File: src/rtl/overlay_control_hls_deadlock_pkg.sv
// rtl/overlay_control_hls_deadlock_pkg.sv - shared types and constants for the deadlock reporter
package overlay_control_hls_deadlock_pkg;

    typedef enum logic [1:0] {
        ST_IDLE    = 2'd0,
        ST_CONFIRM = 2'd1,
        ST_BLOCKED = 2'd2,
        ST_REPORT  = 2'd3
    } dl_state_e;

    localparam int REPORT_COUNT_W = 8;

endpackage

File: src/rtl/overlay_control_hls_deadlock_satcnt.sv
// rtl/overlay_control_hls_deadlock_satcnt.sv - saturating up-counter with load-to-one
// Ports:
//   clock, reset : rising-edge clock, asynchronous active-high reset (count -> 0)
//   load_one     : restart the count at 1 (takes priority over inc)
//   inc          : increment by one, holding at all-ones
//   count        : current count
module overlay_control_hls_deadlock_satcnt #(
    parameter int W = 8
) (
    input  logic         clock,
    input  logic         reset,
    input  logic         load_one,
    input  logic         inc,
    output logic [W-1:0] count
);

    localparam logic [W-1:0] MAX_COUNT = '1;

    logic [W-1:0] count_q;
    logic [W-1:0] count_d;

    always_comb begin
        count_d = count_q;
        if (load_one) begin
            count_d = W'(1);
        end else if (inc && (count_q != MAX_COUNT)) begin
            count_d = count_q + W'(1);
        end
    end

    always_ff @(posedge clock or posedge reset) begin
        if (reset) begin
            count_q <= '0;
        end else begin
            count_q <= count_d;
        end
    end

    assign count = count_q;

endmodule

File: src/rtl/overlay_control_hls_deadlock_reporter.sv
// rtl/overlay_control_hls_deadlock_reporter.sv - confirms HLS deadlock-monitor blocks and emits one report per event
// Ports:
//   clock, reset    : rising-edge clock, asynchronous active-high reset
//   block           : deadlock-monitor block indication
//   axis_block_info : per-channel block encoding, OR-accumulated over the event
//   clear_flag      : pulse clearing the sticky deadlock_flag (a same-cycle set wins)
//   deadlock_flag   : sticky confirmed-deadlock indicator
//   report_valid/report_ready : record handshake
//   report_info     : OR of all block info seen during the event
//   report_cycles   : cycles block was high during the event, saturating
//   report_count    : number of accepted reports, saturating
module overlay_control_hls_deadlock_reporter
    import overlay_control_hls_deadlock_pkg::*;
#(
    parameter int CONFIRM_CYCLES = 16,
    parameter int CNT_W          = 32,
    parameter int INFO_W         = 4
) (
    input  logic                      clock,
    input  logic                      reset,
    input  logic                      block,
    input  logic [INFO_W-1:0]         axis_block_info,
    input  logic                      clear_flag,
    output logic                      deadlock_flag,
    output logic                      report_valid,
    input  logic                      report_ready,
    output logic [INFO_W-1:0]         report_info,
    output logic [CNT_W-1:0]          report_cycles,
    output logic [REPORT_COUNT_W-1:0] report_count
);

    localparam logic [7:0] CONFIRM_TARGET = 8'(CONFIRM_CYCLES);

    dl_state_e         state_q, state_d;
    logic [7:0]        confirm_q, confirm_d;
    logic [INFO_W-1:0] info_q, info_d;
    logic              flag_q, flag_d;

    logic dur_load;
    logic dur_inc;
    logic rpt_inc;
    logic set_flag;

    always_comb begin
        state_d   = state_q;
        confirm_d = confirm_q;
        info_d    = info_q;
        dur_load  = 1'b0;
        dur_inc   = 1'b0;
        rpt_inc   = 1'b0;
        set_flag  = 1'b0;

        case (state_q)
            ST_IDLE: begin
                if (block) begin
                    confirm_d = 8'd1;
                    info_d    = axis_block_info;
                    dur_load  = 1'b1;
                    // A one-sample confirmation window skips CONFIRM entirely.
                    if (CONFIRM_TARGET == 8'd1) begin
                        state_d  = ST_BLOCKED;
                        set_flag = 1'b1;
                    end else begin
                        state_d = ST_CONFIRM;
                    end
                end
            end
            ST_CONFIRM: begin
                if (block) begin
                    confirm_d = confirm_q + 8'd1;
                    info_d    = info_q | axis_block_info;
                    dur_inc   = 1'b1;
                    if ((confirm_q + 8'd1) == CONFIRM_TARGET) begin
                        state_d  = ST_BLOCKED;
                        set_flag = 1'b1;
                    end
                end else begin
                    // Short glitch: drop it silently.
                    state_d = ST_IDLE;
                end
            end
            ST_BLOCKED: begin
                if (block) begin
                    info_d  = info_q | axis_block_info;
                    dur_inc = 1'b1;
                end else begin
                    state_d = ST_REPORT;
                end
            end
            ST_REPORT: begin
                // Accumulator and duration stay frozen; block is ignored here.
                if (report_ready) begin
                    state_d = ST_IDLE;
                    rpt_inc = 1'b1;
                end
            end
            default: begin
                state_d = ST_IDLE;
            end
        endcase

        if (set_flag) begin
            flag_d = 1'b1;
        end else if (clear_flag) begin
            flag_d = 1'b0;
        end else begin
            flag_d = flag_q;
        end
    end

    always_ff @(posedge clock or posedge reset) begin
        if (reset) begin
            state_q   <= ST_IDLE;
            confirm_q <= '0;
            info_q    <= '0;
            flag_q    <= 1'b0;
        end else begin
            state_q   <= state_d;
            confirm_q <= confirm_d;
            info_q    <= info_d;
            flag_q    <= flag_d;
        end
    end

    overlay_control_hls_deadlock_satcnt #(
        .W (CNT_W)
    ) u_duration_cnt (
        .clock    (clock),
        .reset    (reset),
        .load_one (dur_load),
        .inc      (dur_inc),
        .count    (report_cycles)
    );

    overlay_control_hls_deadlock_satcnt #(
        .W (REPORT_COUNT_W)
    ) u_report_cnt (
        .clock    (clock),
        .reset    (reset),
        .load_one (1'b0),
        .inc      (rpt_inc),
        .count    (report_count)
    );

    assign deadlock_flag = flag_q;
    assign report_valid  = (state_q == ST_REPORT);
    assign report_info   = info_q;

endmodule

File: config.mk
export PLATFORM = sky130hd
export DESIGN_NAME = overlay_control_hls_deadlock_reporter
export DESIGN_NICKNAME = d
export VERILOG_FILES = /design/src/rtl/overlay_control_hls_deadlock_pkg.sv /design/src/rtl/overlay_control_hls_deadlock_satcnt.sv /design/src/rtl/overlay_control_hls_deadlock_reporter.sv
export SDC_FILE = /design/constraint.sdc
export NUM_CORES = 1
export LEC_CHECK = 0
export CORE_MARGIN = 2
export CORE_UTILIZATION = 40
export DETAILED_ROUTE_END_ITERATION = 12
export HOLD_SLACK_MARGIN = 0.02
export SYNTH_ARGS = -nofsm -noshare
export SYNTH_HDL_FRONTEND = slang
export SYNTH_SLANG_ARGS = --single-unit
export TNS_END_PERCENT = 20
File: constraint.sdc
create_clock -name clock -period 2.6 [get_ports clock]
set_clock_uncertainty 0.2 [all_clocks]
set_input_delay 0.26 -clock clock [delete_from_list [all_inputs] [get_ports clock]]
set_output_delay 0.26 -clock clock [all_outputs]
set_load 0.02 [all_outputs]
==> key figures, run 1 <==
Synthesis
  – Post-Syn Area: 3040 um2
  – Yosys reg bits: 55
  – Syn Inst Count: 326
  – Share of synthesized registers carrying an async set or reset: 100%
  – Netlist cell types: 50
  – Area leader, netlist: dfrtp_1
  – Sequential fraction of the synthesis area: 45.2%
  – Average size of a mapped cell: 9.33 um2
  – Synth area leaders: dfrtp_1, o21ai_0, a21oi_1, or3_1, nand4_1
  – Yosys top cell area share: 45.2%
  – Synthesis warning total: 0
  – Net Count, Synth: 343
  – Synth Flop Type: dfrtp_1
  – Post-synth EDFFs: 0

Run status
  – Status: complete, no violations

Global route
  – Initial antenna violation count: 0
  – Total GRT Usage: 18.3%
  – Vias in the first global route: 2548
  – Met3 Use GR: 2.99%
  – Maximum number of pins on one net before global-route repair: 40
  – Overflow after GRT: 0
  – GR peak layer: met2
  – Met1 GRT Util: 25.5%
  – Met2 Resource Use GR: 28.9%
  – First-pass GRT wire length: 12400 um

Placement
  – Placed cells: 474
  – Dpl hpwl: 5160 um
  – Post-Place Worst Slack: 262 ps
  – Routability cong.: 0.795
  – Port Buf Inserts: 54

Route
  – Iteration-0 DRC Markers: 127
  – Total iterations of the first detailed-routing run: 4
  – Antenna viol nets, final: 0
  – Final wirelength: 7370 um
  – Via count: 2684
  – Avg WL per Cell: 15.3 um
  – Vias per cell: 5.58
  – DR DRC count: 0

Clock tree
  – # resized after CTS: 0
  – CTS buffer count: 5
  – Clock Tree Buf Depth: 2
  – Root Driver: clkbuf_8
  – Setup Buffers After CTS: 0
  – CTS Hold Buffers Added: 0
  – H-tree levels: 2
  – CTS sink cnt: 55
  – CTS tree: done
  – Worst skew pair latency: 310 ps
  – Clock transition at path regs: 100 ps

Critical path
  – Kind of critical path: reg2reg
  – Worst setup path start: u_duration_cnt.count[12]
  – CP startpoint kind: register
  – CP Max Fanout: 13
  – Crit path arrival time: 2400 ps
  – Reg2Reg Setup Slack: 240 ps
  – R2R Path Start: u_duration_cnt.count[12]
  – Critical path data required time: 2640 ps
  – Crit end category: register

Timing
  – Fin. max-slew vios: 0
  – Final setup margin: 245 ps
  – Tmin final: 2360 ps
  – Highest clock rate: 425 MHz
  – Final period utilization: 90.6%
  – Hold Fails Final Rpt: 0
  – Worst Tran Pin Value: 791 ps
  – Final setup viols: 0
  – Max transition margin: 47.2%
  – Post-Route Setup TNS: 0 ps
  – RSZ-0062 raised after global routing: false

Die
  – I/O pin count: 55
  – Initial core utilization: 41.7%
  – Die H: 91.2 um
  – Rows: 31
  – Width of the die: 91.2 um
  – Die Area: 8320 um2
  – CORE AREA: 7290 um2

Layout
  – Final net count: 399
  – Share of post-route cells with drive strength above 1: 7.59%
  – Most frequent cells in the layout: dfrtp_1, clkdlybuf4s50_1, o21ai_0
  – Diode count: 0
  – Most common cell after layout, fill and taps aside: dfrtp_1
  – Fin cells: 481
  – Synth-to-Final Area Change: 24.8%

Power
  – Leakage: 1.56 nW
  – Max rail drop VDD: 348 uV
  – Power density over the cells: 566 nW/um2

Job
  – Max Cap Viol: 0

Worst hold path
  – Worst min-delay path class: in2async
-- per-stage QoR --
stage	util (%)	hold WS [ps]	power (W)	instance area, um2
floorplan	-	169	0.00143	3040
global placement	50.9	282	0.00166	3710
detailed placement	50.9	293	0.00168	3710
CTS	52.1	36.6	0.00218	3800
global route	52.1	66.3	0.00230	3800
finish	52.1	33.1	0.00215	3800
-- registers in the layout, indices dropped and copies added (netlist names), named ones only --
name                  count
u_duration_cnt.count     32
confirm_q                 8
u_report_cnt.count        8
report_info               4
deadlock_flag             1
state_q                   1
-- worst max-delay path: stages, from the launching register on --
cell and delay, ps:
dfrtp_1 410, nand3_1 220, or3_1 420, o311ai_2 670, o21ai_0 210, a21oi_1 150
-- worst paths after layout --
path | depth (start not counted) | end
max in group asynchronous | 3 | u_duration_cnt.count[30]
setup reg to reg | 5 | u_duration_cnt.count[26]
setup / recovery | 5 | u_duration_cnt.count[26]
hold / removal | 2 | confirm_q[4]
min in group clock | 1 | u_report_cnt.count[7]
hold reg to reg | 1 | u_report_cnt.count[7]
-- Yosys cell counts (2+ instances only) --
cell and number:
nand3_1 17, and2_1 4, a21oi_1 31, dfrtp_1 55
o21ai_0 32, xnor2_1 6, and4_1 4, clkbuf_1 9
nor4_1 2, nand4_1 18, xor2_1 6, mux2i_1 2
or3_1 22, and3_1 13, nand3b_1 2, a41oi_1 3
nand2_1 22, nor2_1 20, or4_1 4, o22ai_1 5
inv_1 6, nor3_1 3, o31ai_1 2, ha_1 8
buf_2 3, o211ai_1 3
-- cells by family after synthesis --
family	Yosys count	share of synthesized area, %
AOI/OAI and AO/OA	85	16.3
DFF	55	45.2
buffers and inverters	21	3.08
xor gates and xnor gates	12	3.46
adders and majority gates	8	3.29
and+or+nand+nor	142	27.6
muxes	3	1.03
-- layout make-up --
type,instances,area [um2]
fill,723,3490
clock inverter,1,5.00
sequential,55,1380
clock buffer,6,82.6
tap,99,124
timing repair buffer,64,616
inverter,6,22.5
multi-input combinational,250,1570
-- power by group --
group | leakage [nW] | total, W | switching, W | internal [W]
sequential | 0.747 | 0.00102 | 0.0000890 | 0.000932
combinational | 0.764 | 0.000635 | 0.000380 | 0.000255
clock | 0.0470 | 0.000492 | 0.000282 | 0.000210
total | 1.56 | 0.00215 | 0.000751 | 0.00140
-- per-layer routing --
layer | part of all wire (%) | up-vias
li1 | - | 1326
met3 | 2.9 | 7
met1 | 49 | 1305
met2 | 46 | 46
met4 | 1.5 | 0
met5 | 0 | -
(Power assumes the default switching activity.)
==> run 2, diff against run 1 <==
==> constraint.sdc (replaced) <==
create_clock -name clock -period 3 [get_ports clock]
set_clock_uncertainty 0.2 [all_clocks]
set_input_delay 0.3 -clock clock [delete_from_list [all_inputs] [get_ports clock]]
set_output_delay 0.3 -clock clock [all_outputs]
set_load 0.02 [all_outputs]
==> run 2 against run 1 <==
- non-clock buffer count shrank 4
- fmax shrank 0.38%
- sequential cell count stayed put
- via count shrank 2.0%
- critical path depth unchanged
- design area is 0.23% lower
- sequential share of layout area grew 0.084 points
- final cell count down 0.83%
- combinational power down 15%
- largest power group unchanged
- highest routed layer unchanged
==> key figures, run 2 (synthesis results as in run 1) <==
Critical path
  – Crit end category: register
  – Slowest-stage cell, CP: o311ai_2
  – CP startpoint kind: register
  – Kind of critical path: reg2reg
  – Crit path arrival time: 2400 ps
  – CP Max Fanout: 13
  – Crit path largest cell delay: 660 ps
  – CP Cell Sequence: nand3_1 > or3_1 > o311ai_2 > o21ai_0 > a21oi_1
  – Critical path data required time: 3030 ps

Power
  – Psw: 0.000648 W
  – Sw frac: 33.8%
  – Cell Int Power: 0.00127 W
  – Sequential Power Share: 46.1%
  – Clk pwr share: 25.8%
  – Power density over the cells: 506 nW/um2
  – Comb power frac: 28.1%
  – Max rail drop VDD: 207 uV
  – Total power: 0.00192 W
  – Leakage: 1.54 nW

Placement
  – Dpl hpwl: 4940 um
  – Routability cong.: 0.797
  – Cell Area, Placed: 3670 um2
  – Port Buf Inserts: 54

Run status
  – Status: complete, no violations

Route
  – Vias per cell: 5.52
  – Via count: 2631
  – Final wirelength: 7120 um
  – Antenna viol nets, final: 0
  – Total iterations of the first detailed-routing run: 4
  – Avg WL per Cell: 14.9 um
  – Iteration-0 DRC Markers: 95
  – DR DRC count: 0

Clock tree
  – Worst skew pair latency: 320 ps
  – Clock Tree Buf Depth: 2
  – Clock transition at path regs: 110 ps
  – CTS sink cnt: 55
  – CTS buffer count: 5
  – H-tree levels: 2
  – Root Driver: clkbuf_8
  – CTS tree: done

Die
  – Rows: 31
  – Die Area: 8320 um2
  – Initial core utilization: 41.7%
  – I/O pin count: 55
  – CORE AREA: 7290 um2
  – Die H: 91.2 um
  – Width of the die: 91.2 um

Global route
  – Total GRT Usage: 17.1%
  – Vias in the first global route: 2335
  – Maximum number of pins on one net before global-route repair: 51
  – Initial antenna violation count: 0
  – Overflow after GRT: 0
  – First-pass GRT wire length: 11700 um

Layout
  – Synth-to-Final Area Change: 24.6%
  – Most frequent cells in the layout: dfrtp_1, clkdlybuf4s50_1, o21ai_0
  – Largest register FFs: 32
  – Share of post-route cells with drive strength above 1: 6.35%
  – Final instance area: 3790 um2
  – Most common cell after layout, fill and taps aside: dfrtp_1
  – Final net count: 395
  – Diode count: 0

Worst hold path
  – Worst min-delay path class: reg2reg

Timing
  – Fin. max-slew vios: 0
  – Final period utilization: 78.8%
  – Tmin final: 2360 ps
  – Final setup viols: 0
  – Worst Tran Pin Value: 784 ps
  – RSZ-0062 raised after global routing: false
  – Highest clock rate: 423 MHz
  – Post-Route Setup TNS: 0 ps
  – Max transition margin: 47.7%
  – Hold Fails Final Rpt: 0

Job
  – Max Cap Viol: 0
==> run 2: area by class of cell <==
type	instances	area [um2]
inverter	6	22.5
multi-input combinational	250	1570
tap	99	124
clock inverter	2	37.5
fill	719	3500
clock buffer	5	68.8
sequential	55	1380
timing repair buffer	60	588
==> run 2: through the flow <==
stage          setup slack (ps)  cells  hold slack, ps  utilization [%]
4_1_cts                     611    477             307             52.0
6_report                    636    477             306             52.0
3_5_place_dp                638    469             293             50.4
3_3_place_gp                702    469             283             50.4
2_1_floorplan               805    326             209                -
5_1_grt                     398    477             341             52.0
==> run 2: repair_timing <==
| item | in CTS | in global routing |
|---|---|---|
| setup endpoints to repair | 0 | 0 |
| gates resized for setup | 0 | 0 |
| endpoints found under the hold margin | 5 | 0 |
| hold buffers | 1 | 0 |
| setup buffers | 0 | 0 |
==> run 2: critical path: cells and delay by family, from the launching register on <==
kind             cells  cell delay [ps]
AO/OA/AOI/OAI        3             1030
AND/OR/NAND/NOR      2              630
flip-flops           1              410
==> run 2: routing by layer <==
metal	routed length [um]	part of all wire, %	global-route usage (%)
met1	3500	49	24.2
met3	206	2.9	3.07
met2	3340	47	27.3
met4	68	0.96	4.17
met5	0	0	0
==> run 2: path summary, 6_finish.rpt <==
kind	from	to	slack [ps]	cells after the start
worst max register to register	u_duration_cnt.count[11]	u_duration_cnt.count[26]	640	5
worst min register to register	u_report_cnt.count[7]	u_report_cnt.count[7]	310	1
worst max-delay path	u_duration_cnt.count[11]	u_duration_cnt.count[26]	640	5
max in group asynchronous	reset	u_duration_cnt.count[20]	1220	4
min in group asynchronous	reset	confirm_q[5]	540	3
worst min-delay path	u_report_cnt.count[7]	u_report_cnt.count[7]	310	1
==> run 2: power by group through the flow <==
stage | combinational [W] | clock [W] | sequential [W]
final | 0.000538 | 0.000493 | 0.000884
after floorplan | 0.000306 | 0 | 0.000931
after global placement | 0.000537 | 0 | 0.000896
after CTS | 0.000547 | 0.000506 | 0.000885
after global routing | 0.000594 | 0.000534 | 0.000898
after detailed placement | 0.000544 | 0 | 0.000900
